--- config.mk ---
export PLATFORM = sky130hd
export DESIGN_NAME = cp0
export DESIGN_NICKNAME = d
export VERILOG_FILES = /design/src/rtl/cp0_pkg.sv /design/src/rtl/cp0.sv
export SDC_FILE = /design/constraint.sdc
export NUM_CORES = 1
export LEC_CHECK = 0
export ABC_AREA = 1
export BUFFER_PORTS_ARGS = -buffer_cell sky130_fd_sc_hd__buf_2
export CAP_MARGIN = 30
export CELL_PAD_IN_SITES_DETAIL_PLACEMENT = 1
export CELL_PAD_IN_SITES_GLOBAL_PLACEMENT = 1
export CORE_ASPECT_RATIO = 2
export CORE_MARGIN = 1.5
export CORE_UTILIZATION = 30
export CTS_CLUSTER_SIZE = 20
export DETAILED_ROUTE_END_ITERATION = 10
export GPL_TIMING_DRIVEN = 0
export PLACE_DENSITY = 0.79
export SYNTH_ARGS = -nofsm -noshare
export SYNTH_HDL_FRONTEND = slang
export SYNTH_SLANG_ARGS = --single-unit
--- constraint.sdc ---
create_clock -name clk -period 2 [get_ports clk]
set_clock_uncertainty 0.05 [all_clocks]
set_input_delay 0.5 -clock clk [delete_from_list [all_inputs] [get_ports clk]]
set_output_delay 0.5 -clock clk [all_outputs]
set_load 0.01 [all_outputs]
--- src/rtl/cp0_pkg.sv ---
// cp0_pkg: shared constants for the coprocessor-0 block.
// Register numbers, exception codes, status/cause field positions, handler address.
// Pure declarations; no logic and no timing.
package cp0_pkg;

  // mfc0/mtc0 register numbers
  localparam logic [4:0] REG_SR    = 5'd12;
  localparam logic [4:0] REG_CAUSE = 5'd13;
  localparam logic [4:0] REG_EPC   = 5'd14;
  localparam logic [4:0] REG_EBASE = 5'd15;

  // Exception codes carried on ExcCodeIn and recorded in Cause.ExcCode
  localparam logic [4:0] EXC_INT  = 5'd0;
  localparam logic [4:0] EXC_ADEL = 5'd4;
  localparam logic [4:0] EXC_ADES = 5'd5;
  localparam logic [4:0] EXC_RI   = 5'd10;
  localparam logic [4:0] EXC_OV   = 5'd12;

  // SR field positions
  localparam int SR_IM_LO = 10;
  localparam int SR_IM_HI = 15;
  localparam int SR_EXL   = 1;
  localparam int SR_IE    = 0;

  // Cause field positions
  localparam int CAUSE_BD     = 31;
  localparam int CAUSE_IP_LO  = 10;
  localparam int CAUSE_IP_HI  = 15;
  localparam int CAUSE_EXC_LO = 2;
  localparam int CAUSE_EXC_HI = 6;

  // Exception handler entry point (reset value of EBase)
  localparam logic [31:0] EBASE_RESET = 32'h0000_4180;

  // Low 12 bits of a written EBase are pinned to the handler offset
  localparam logic [11:0] EBASE_OFFSET = 12'h180;

endpackage

--- src/rtl/cp0.sv ---
// cp0: MIPS-style coprocessor 0 holding SR, Cause, EPC (and optionally EBase).
// Ports: clk/reset (sync, active-high); A1/DOut mfc0 read; A2/DIn/WE mtc0 write;
//   PC/DS/ExcCodeIn/HWInt/EXLClr commit-point inputs; Req/EPCOut/EBase to fetch.
// Req and DOut are combinational; register writes land on the next rising edge.
// Optional feature macro: CP0_EBASE_EN adds a writable EBase register at reg 15.
module cp0
  import cp0_pkg::*;
(
  input  logic        clk,
  input  logic        reset,
  input  logic [4:0]  A1,
  input  logic [4:0]  A2,
  input  logic [31:0] DIn,
  input  logic        WE,
  input  logic [31:0] PC,
  input  logic        DS,
  input  logic [4:0]  ExcCodeIn,
  input  logic [5:0]  HWInt,
  input  logic        EXLClr,
  output logic        Req,
  output logic [31:0] EPCOut,
  output logic [31:0] EBase,
  output logic [31:0] DOut
);

  // Architectural state, kept as individual fields so unimplemented bits read 0
  logic [5:0]  r_sr_im;
  logic        r_sr_exl;
  logic        r_sr_ie;
  logic        r_cause_bd;
  logic [5:0]  r_cause_ip;
  logic [4:0]  r_cause_exc;
  logic [31:0] r_epc;

  logic        w_int_req;
  logic        w_exc_req;
  logic        w_req;
  logic        w_wr;
  logic [31:0] w_sr;
  logic [31:0] w_cause;
  logic [31:0] w_ebase;

  assign w_int_req = (|(HWInt & r_sr_im)) & r_sr_ie & ~r_sr_exl;
  assign w_exc_req = (ExcCodeIn != EXC_INT) & ~r_sr_exl;
  assign w_req     = (w_int_req | w_exc_req) & ~reset;
  assign Req       = w_req;

  // An mtc0 is dropped when the same instruction is being taken as an exception
  assign w_wr = WE & ~w_req;

  always_comb begin
    w_sr = 32'h0;
    w_sr[SR_IM_HI:SR_IM_LO] = r_sr_im;
    w_sr[SR_EXL]            = r_sr_exl;
    w_sr[SR_IE]             = r_sr_ie;
  end

  always_comb begin
    w_cause = 32'h0;
    w_cause[CAUSE_BD]                  = r_cause_bd;
    w_cause[CAUSE_IP_HI:CAUSE_IP_LO]   = r_cause_ip;
    w_cause[CAUSE_EXC_HI:CAUSE_EXC_LO] = r_cause_exc;
  end

  always_ff @(posedge clk) begin
    if (reset) begin
      r_sr_im     <= 6'h0;
      r_sr_exl    <= 1'b0;
      r_sr_ie     <= 1'b0;
      r_cause_bd  <= 1'b0;
      r_cause_ip  <= 6'h0;
      r_cause_exc <= 5'h0;
      r_epc       <= 32'h0;
    end else begin
      // Pending-interrupt view tracks the pins regardless of masking
      r_cause_ip <= HWInt;
      if (w_req) begin
        r_sr_exl    <= 1'b1;
        r_cause_bd  <= DS;
        // Interrupts take priority over a simultaneous synchronous exception
        r_cause_exc <= w_int_req ? EXC_INT : ExcCodeIn;
        r_epc       <= DS ? (PC - 32'd4) : PC;
      end else begin
        if (w_wr && A2 == REG_SR) begin
          r_sr_im  <= DIn[SR_IM_HI:SR_IM_LO];
          r_sr_exl <= DIn[SR_EXL];
          r_sr_ie  <= DIn[SR_IE];
        end
        if (w_wr && A2 == REG_EPC) begin
          r_epc <= DIn;
        end
        // Placed after the SR write so eret's clear overrides the written EXL
        if (EXLClr) begin
          r_sr_exl <= 1'b0;
        end
      end
    end
  end

`ifdef CP0_EBASE_EN
  logic [31:0] r_ebase;

  always_ff @(posedge clk) begin
    if (reset) begin
      r_ebase <= EBASE_RESET;
    end else if (w_wr && A2 == REG_EBASE) begin
      r_ebase <= {DIn[31:12], EBASE_OFFSET};
    end
  end

  assign w_ebase = r_ebase;
`else
  assign w_ebase = EBASE_RESET;
`endif

  assign EBase  = w_ebase;
  assign EPCOut = r_epc;

  // mfc0 read port: no bypass from a same-cycle mtc0
  always_comb begin
    DOut = 32'h0;
    case (A1)
      REG_SR:    DOut = w_sr;
      REG_CAUSE: DOut = w_cause;
      REG_EPC:   DOut = r_epc;
`ifdef CP0_EBASE_EN
      REG_EBASE: DOut = w_ebase;
`endif
      default:   DOut = 32'h0;
    endcase
  end

endmodule
* Word level (Yosys, flattened, before mapping) *
Cells that the tools add are included.
W data, S select, Z words.

storage, ports and cells
  input bits = 90
  register bits = 52

operators by class
  eq/ne operators = 5
  bitwise logic cells = 10
  reduce and logical (&&, ||, !) cells = 7
  add/sub/neg operators = 1
  multiplexer cells = 8

operator list
  kind                     count
  $mux W32                 3
  $pmux W32 S3             1
  $sub A32 B3 Y32 const B  1
  $eq A5 B4 Y1 const B     5
  $and A6 B6 Y6            1
  $reduce_or A6 Y1         1
  $and A1 B1 Y1            5
  $mux W5                  1
  $reduce_bool A5 Y1       1
  $mux W1                  3
  $not A1 Y1               3
  $reduce_bool A3 Y1       1
  $logic_and A1 B1 Y1      2
  $reduce_and A2 Y1        1
  $reduce_bool A2 Y1       1
  $or A1 B1 Y1             1

* Depth between registers and ports, before layout *
  depth after elaboration = 12
  gate-level depth with buffers = 13
  gate-level depth less buffers = 13

* Least setup slack after synthesis *
Ideal clock, no wire load.

  path kind = input to output
  start point = input A1[3]
  end point = output DOut[3]
  stages on the path = 6
  data required time = 1.450 ns
  path slack = 0.121 ns
  path buffers = 1
  data arrival time = 1.329 ns
  cells stage by stage = nand2_1 nor2_1 nand2_1 nor2_1 clkbuf_1 a22o_1

between the ends
  word-level cells in the longest chain between the ends = 2

ends and longest elaborated chain
  item             line        text
  start, declared  cp0.sv:11   input logic [4:0] A1,
  $eq A5 B4 Y1     cp0.sv:122  case (A1)
  $pmux W32 S3 *   cp0.sv:122
  end, declared    cp0.sv:23   output logic [31:0] DOut

Mark *: on every way between the ends. The rest lies on a longest branch, timed or not.

* Final worst setup path *
  start point = input A1[2]
  end point = output DOut[14]

Same word-level chain as after synthesis.

==> out/results.md <==
## Run status
- **result of the run** finished, violations left
- **failing checks** setup timing

## STA
- **RSZ-0062 raised after global routing** yes
- **fmax** 491 MHz
- **period utilisation layout** 1.02
- **slew at the pin closest to its max-slew limit** 0.653 ns
- **final hold violation count** 0
- **Final setup violation count** 2
- **post-layout worst setup margin** -0.0346 ns
- **worst hold slack across all endpoints** 0.372 ns
- **Rel. slew slack** 0.561
- **min cycle time layout** 2.03 ns
- **number of slew-limit violations in the final report** 0

## Clock tree
- **latest clock arrival within the worst-skew pair** 0.30 ns
- **clock slew at reported path FFs** 0.07 ns
- **CTS sink count** 52
- **maximum root-to-sink buffer count** 2
- **cts bufs inserted** 5
- **root buffer selected by CTS** sky130_fd_sc_hd__clkbuf_16
- **number of levels the H-tree was split into** 2
- **clock tree from TritonCTS** yes

## Routing
- **first-iteration detailed-routing DRC count** 126
- **Antenna Nets Post-Route** 0
- **DRC Markers** 0
- **overall via count from detail_route** 4679
- **routed wire length** 15.7 mm
- **average wire per cell in the routed design** 15.9 um
- **Pre-Repair DR Iteration Count** 6
- **drt via density** 4.74

## Global routing
- **wire length of the first global-routing pass** 23.5 mm
- **maximum number of pins on one net before global-route repair** 16
- **global-route congestion overflow total** 0
- **overall global routing resource usage** 0.239
- **initial antenna violation count** 1
- **vias in the first global route** 4824

## Yosys
- **post-synthesis async set-or-reset flop share** 0
- **number of enable flip-flop cells after synthesis** 0
- **sequential element share of the synthesized area** 0.281
- **share of the synthesized netlist area taken by xor and xnor gates** 0.0355
- **mean area per synthesized cell** 5.79 um^2
- **leading post-synthesis cells by cell area** sky130_fd_sc_hd__dfxtp_1, sky130_fd_sc_hd__nand2_1, sky130_fd_sc_hd__nor2_1
- **synthesized-area fraction occupied by adder cells** 0.00338
- **library cells used by synthesis** 31
- **Post-synth top cells** sky130_fd_sc_hd__nand2_1, sky130_fd_sc_hd__nor2_1, sky130_fd_sc_hd__inv_1
- **multiplexer fraction of the synthesized cell area** 0
- **Primary FF master, synth** sky130_fd_sc_hd__dfxtp_1
- **largest family of logic cells by synthesized area** simple AND/OR/NAND/NOR gates
- **synthesis-stage register bit count** 52
- **yosys synthesis warning count** 0
- **count of mapped cells out of synthesis** 639
- **Simple-Gate Fraction of Synth Area** 0.383
- **Syn Std Cell Area** 0.00370 mm^2
- **fraction of synthesized cell area taken by the top area cell type** 0.281
- **cell type with the largest total area after synthesis** sky130_fd_sc_hd__dfxtp_1
- **fraction of the mapped netlist area in compound gates** 0.123
- **most repeated cell in the gate-level netlist after synthesis** sky130_fd_sc_hd__nand2_1

## Placement
- **Final Wtd Congestion** 0.854
- **Cells after DPL** 968
- **placed wire-length estimate** 12.8 mm
- **number of port buffers** 152

## Hold path
- **Tightest Hold Check Type** in2reg
- **Hold Path Cell Cnt** 3
- **critical hold path startpoint** HWInt[1]

## Power and ir drop
- **power share of the sequential group** 0.425
- **fraction of power consumed by combinational cells** 0.248
- **clock share of power** 0.327
- **ratio of total power to cell area** 522 mW/mm^2
- **switching power** 853 uW
- **P_int** 1870 uW
- **Overall Power** 2720 uW
- **leakage component of the power** 0.00275 uW
- **switching share of power** 0.313
- **peak ir drop on the vdd network** 0.384 mV

## Worst setup path
- **depth of the worst register-to-register path** 11
- **cell family with most CP delay** buffers and inverters
- **logic depth of the worst setup path including buffers** 8
- **CP arrival** 1.48 ns
- **count of buffering cells on the critical path with inverters included** 4
- **endpoint type of the worst setup path** output pin
- **launch point of the worst path** A1[2]
- **required time worst endpoint** 1.45 ns
- **flop-to-flop setup slack** 0.22 ns
- **slowest stage cell, crit path** sky130_fd_sc_hd__and3_4
- **reg2reg start** r_sr_im[4]$_SDFFE_PP0P_
- **highest cell delay on the worst timing path** 0.23 ns
- **ordered cell list for the critical path** buf_6, nand2_4, nor2_2, and3_4, inv_6, buf_8, o211ai_1, buf_2
- **classification of the worst setup path** in2out
- **maximum fanout count along the critical path** 5
- **startpoint type of the worst setup path** input pin

## Floorplan
- **initial core utilization** 0.305
- **floorplan die area** 0.0131 mm^2
- **total core area** 0.0121 mm^2
- **number of placement rows** 57
- **vertical die dimension** 160 um
- **width of the chip** 81.5 um
- **I/O pin count** 187

## Finish
- **non-filler instance count after layout** 987
- **growth of design area from synthesis to finish** 41.1%
- **final-stage net count** 929
- **filler cell count in the final layout** 1728
- **share of the core filled with cells** 0.431
- **fraction of layout instances using a drive strength above 1** 0.304

## Flow run
- **number of max-cap violations** 0

-- placed cells by master, fill, tap and decap left out, types with 3 or more instances in the layout --
master	instances
sky130_fd_sc_hd__nand3_1	27
sky130_fd_sc_hd__dfxtp_1	49
sky130_fd_sc_hd__nor2_4	6
sky130_fd_sc_hd__conb_1	32
sky130_fd_sc_hd__nand2_1	211
sky130_fd_sc_hd__buf_4	40
sky130_fd_sc_hd__o21ai_0	21
sky130_fd_sc_hd__inv_1	76
sky130_fd_sc_hd__buf_2	157
sky130_fd_sc_hd__a21oi_1	36
sky130_fd_sc_hd__nor2_2	7
sky130_fd_sc_hd__xor2_1	11
sky130_fd_sc_hd__xnor2_1	4
sky130_fd_sc_hd__o21ai_1	6
sky130_fd_sc_hd__nor3_1	3
sky130_fd_sc_hd__nand4_1	7
sky130_fd_sc_hd__a22o_1	3
sky130_fd_sc_hd__nand2_2	9
sky130_fd_sc_hd__buf_6	4
sky130_fd_sc_hd__dfxtp_2	3
sky130_fd_sc_hd__buf_8	3
sky130_fd_sc_hd__clkbuf_16	6
sky130_fd_sc_hd__a31oi_1	8
sky130_fd_sc_hd__nor2_1	76
sky130_fd_sc_hd__clkbuf_1	6
-- metrics by stage --
step / setup WS, ns / setup TNS (ns) / cell area, um^2
floorplan: 0.121 / 0 / 3810
detailed placement: -0.533 / -18.37 / 4760
CTS: -0.0483 / -0.177 / 5040
global route: -0.0990 / -0.543 / 5220
global placement: -0.542 / -17.68 / 4760
finish: -0.0346 / -0.0428 / 5220
-- worst paths after layout --
check | end
setup / recovery | DOut[14]
hold / removal | r_cause_ip[1]$_SDFF_PP0_
hold reg to reg | r_cause_exc[2]$_SDFFE_PP0P_
setup reg to reg | EPCOut[24]$_SDFFE_PP0P_
-- cell type report --
| cell class | instances | area [um^2] | area share |
|---|---|---|---|
| well taps | 147 | 184 | 0.0352 |
| clock buffers | 6 | 139 | 0.0266 |
| multi-input cells | 484 | 2260 | 0.433 |
| flip-flops and latches | 52 | 1040 | 0.200 |
| repair buffers | 162 | 882 | 0.169 |
| inverters | 79 | 304 | 0.0582 |
| plain buffers | 54 | 395 | 0.0757 |
| diodes | 1 | 2.50 | 0.000479 |
| clock inverters | 2 | 10.0 | 0.00192 |
-- power groups by stage --
stage	registers, uW	clock network (uW)	logic [uW]
floorplan	1190	0	335
global placement	1180	0	620
detailed placement	1180	0	629
CTS	1160	901	652
global route	1160	939	748
finish	1160	890	676
-- sequential cells by signal, indices dropped and copies added (netlist names) --
name / flops
r_sr_exl: 1
EPCOut: 32
r_cause_exc: 5
r_sr_ie: 1
r_cause_bd: 1
r_cause_ip: 6
r_sr_im: 6
-- worst reg2reg max path, cell delays in order, from the launching register on --
cell,delay (ns)
sky130_fd_sc_hd__dfxtp_2,0.34
sky130_fd_sc_hd__nand2_2,0.08
sky130_fd_sc_hd__nand2_1,0.06
sky130_fd_sc_hd__nor2_2,0.11
sky130_fd_sc_hd__nand2_2,0.08
sky130_fd_sc_hd__nand2_2,0.09
sky130_fd_sc_hd__a21oi_4,0.06
sky130_fd_sc_hd__buf_4,0.20
sky130_fd_sc_hd__nor2_4,0.17
sky130_fd_sc_hd__clkbuf_4,0.25
sky130_fd_sc_hd__nand2_1,0.07
sky130_fd_sc_hd__a21oi_1,0.15
-- routing by layer --
layer / GRT usage / up-vias / routed length [um]
met3: 0.0183 / 32 / 510
li1: - / 2319 / -
met5: 0 / - / 0
met2: 0.483 / 144 / 9280
met1: 0.220 / 2184 / 5300
met4: 0.116 / 0 / 567
-- repair_timing --
action / in CTS / in global routing
resized for setup: 31 / 40
hold buffers: 0 / 0
endpoints found under the setup margin: 35 / 57
pin swaps: 5 / 10
cloned: 1 / 1
buffers inserted: 4 / 4
-- kinds of logic (layout without fill, tap and decap cells) --
kind of cell / Yosys count / after routing
XOR/XNOR: 15 / 15
AO/OA/AOI/OAI: 83 / 83
flip-flops: 52 / 52
other: 2 / 33
AND/OR/NAND/NOR: 353 / 353
buffers and inverters: 133 / 303
adder cells (fa/ha/maj): 1 / 1
(Power assumes the default switching activity.)
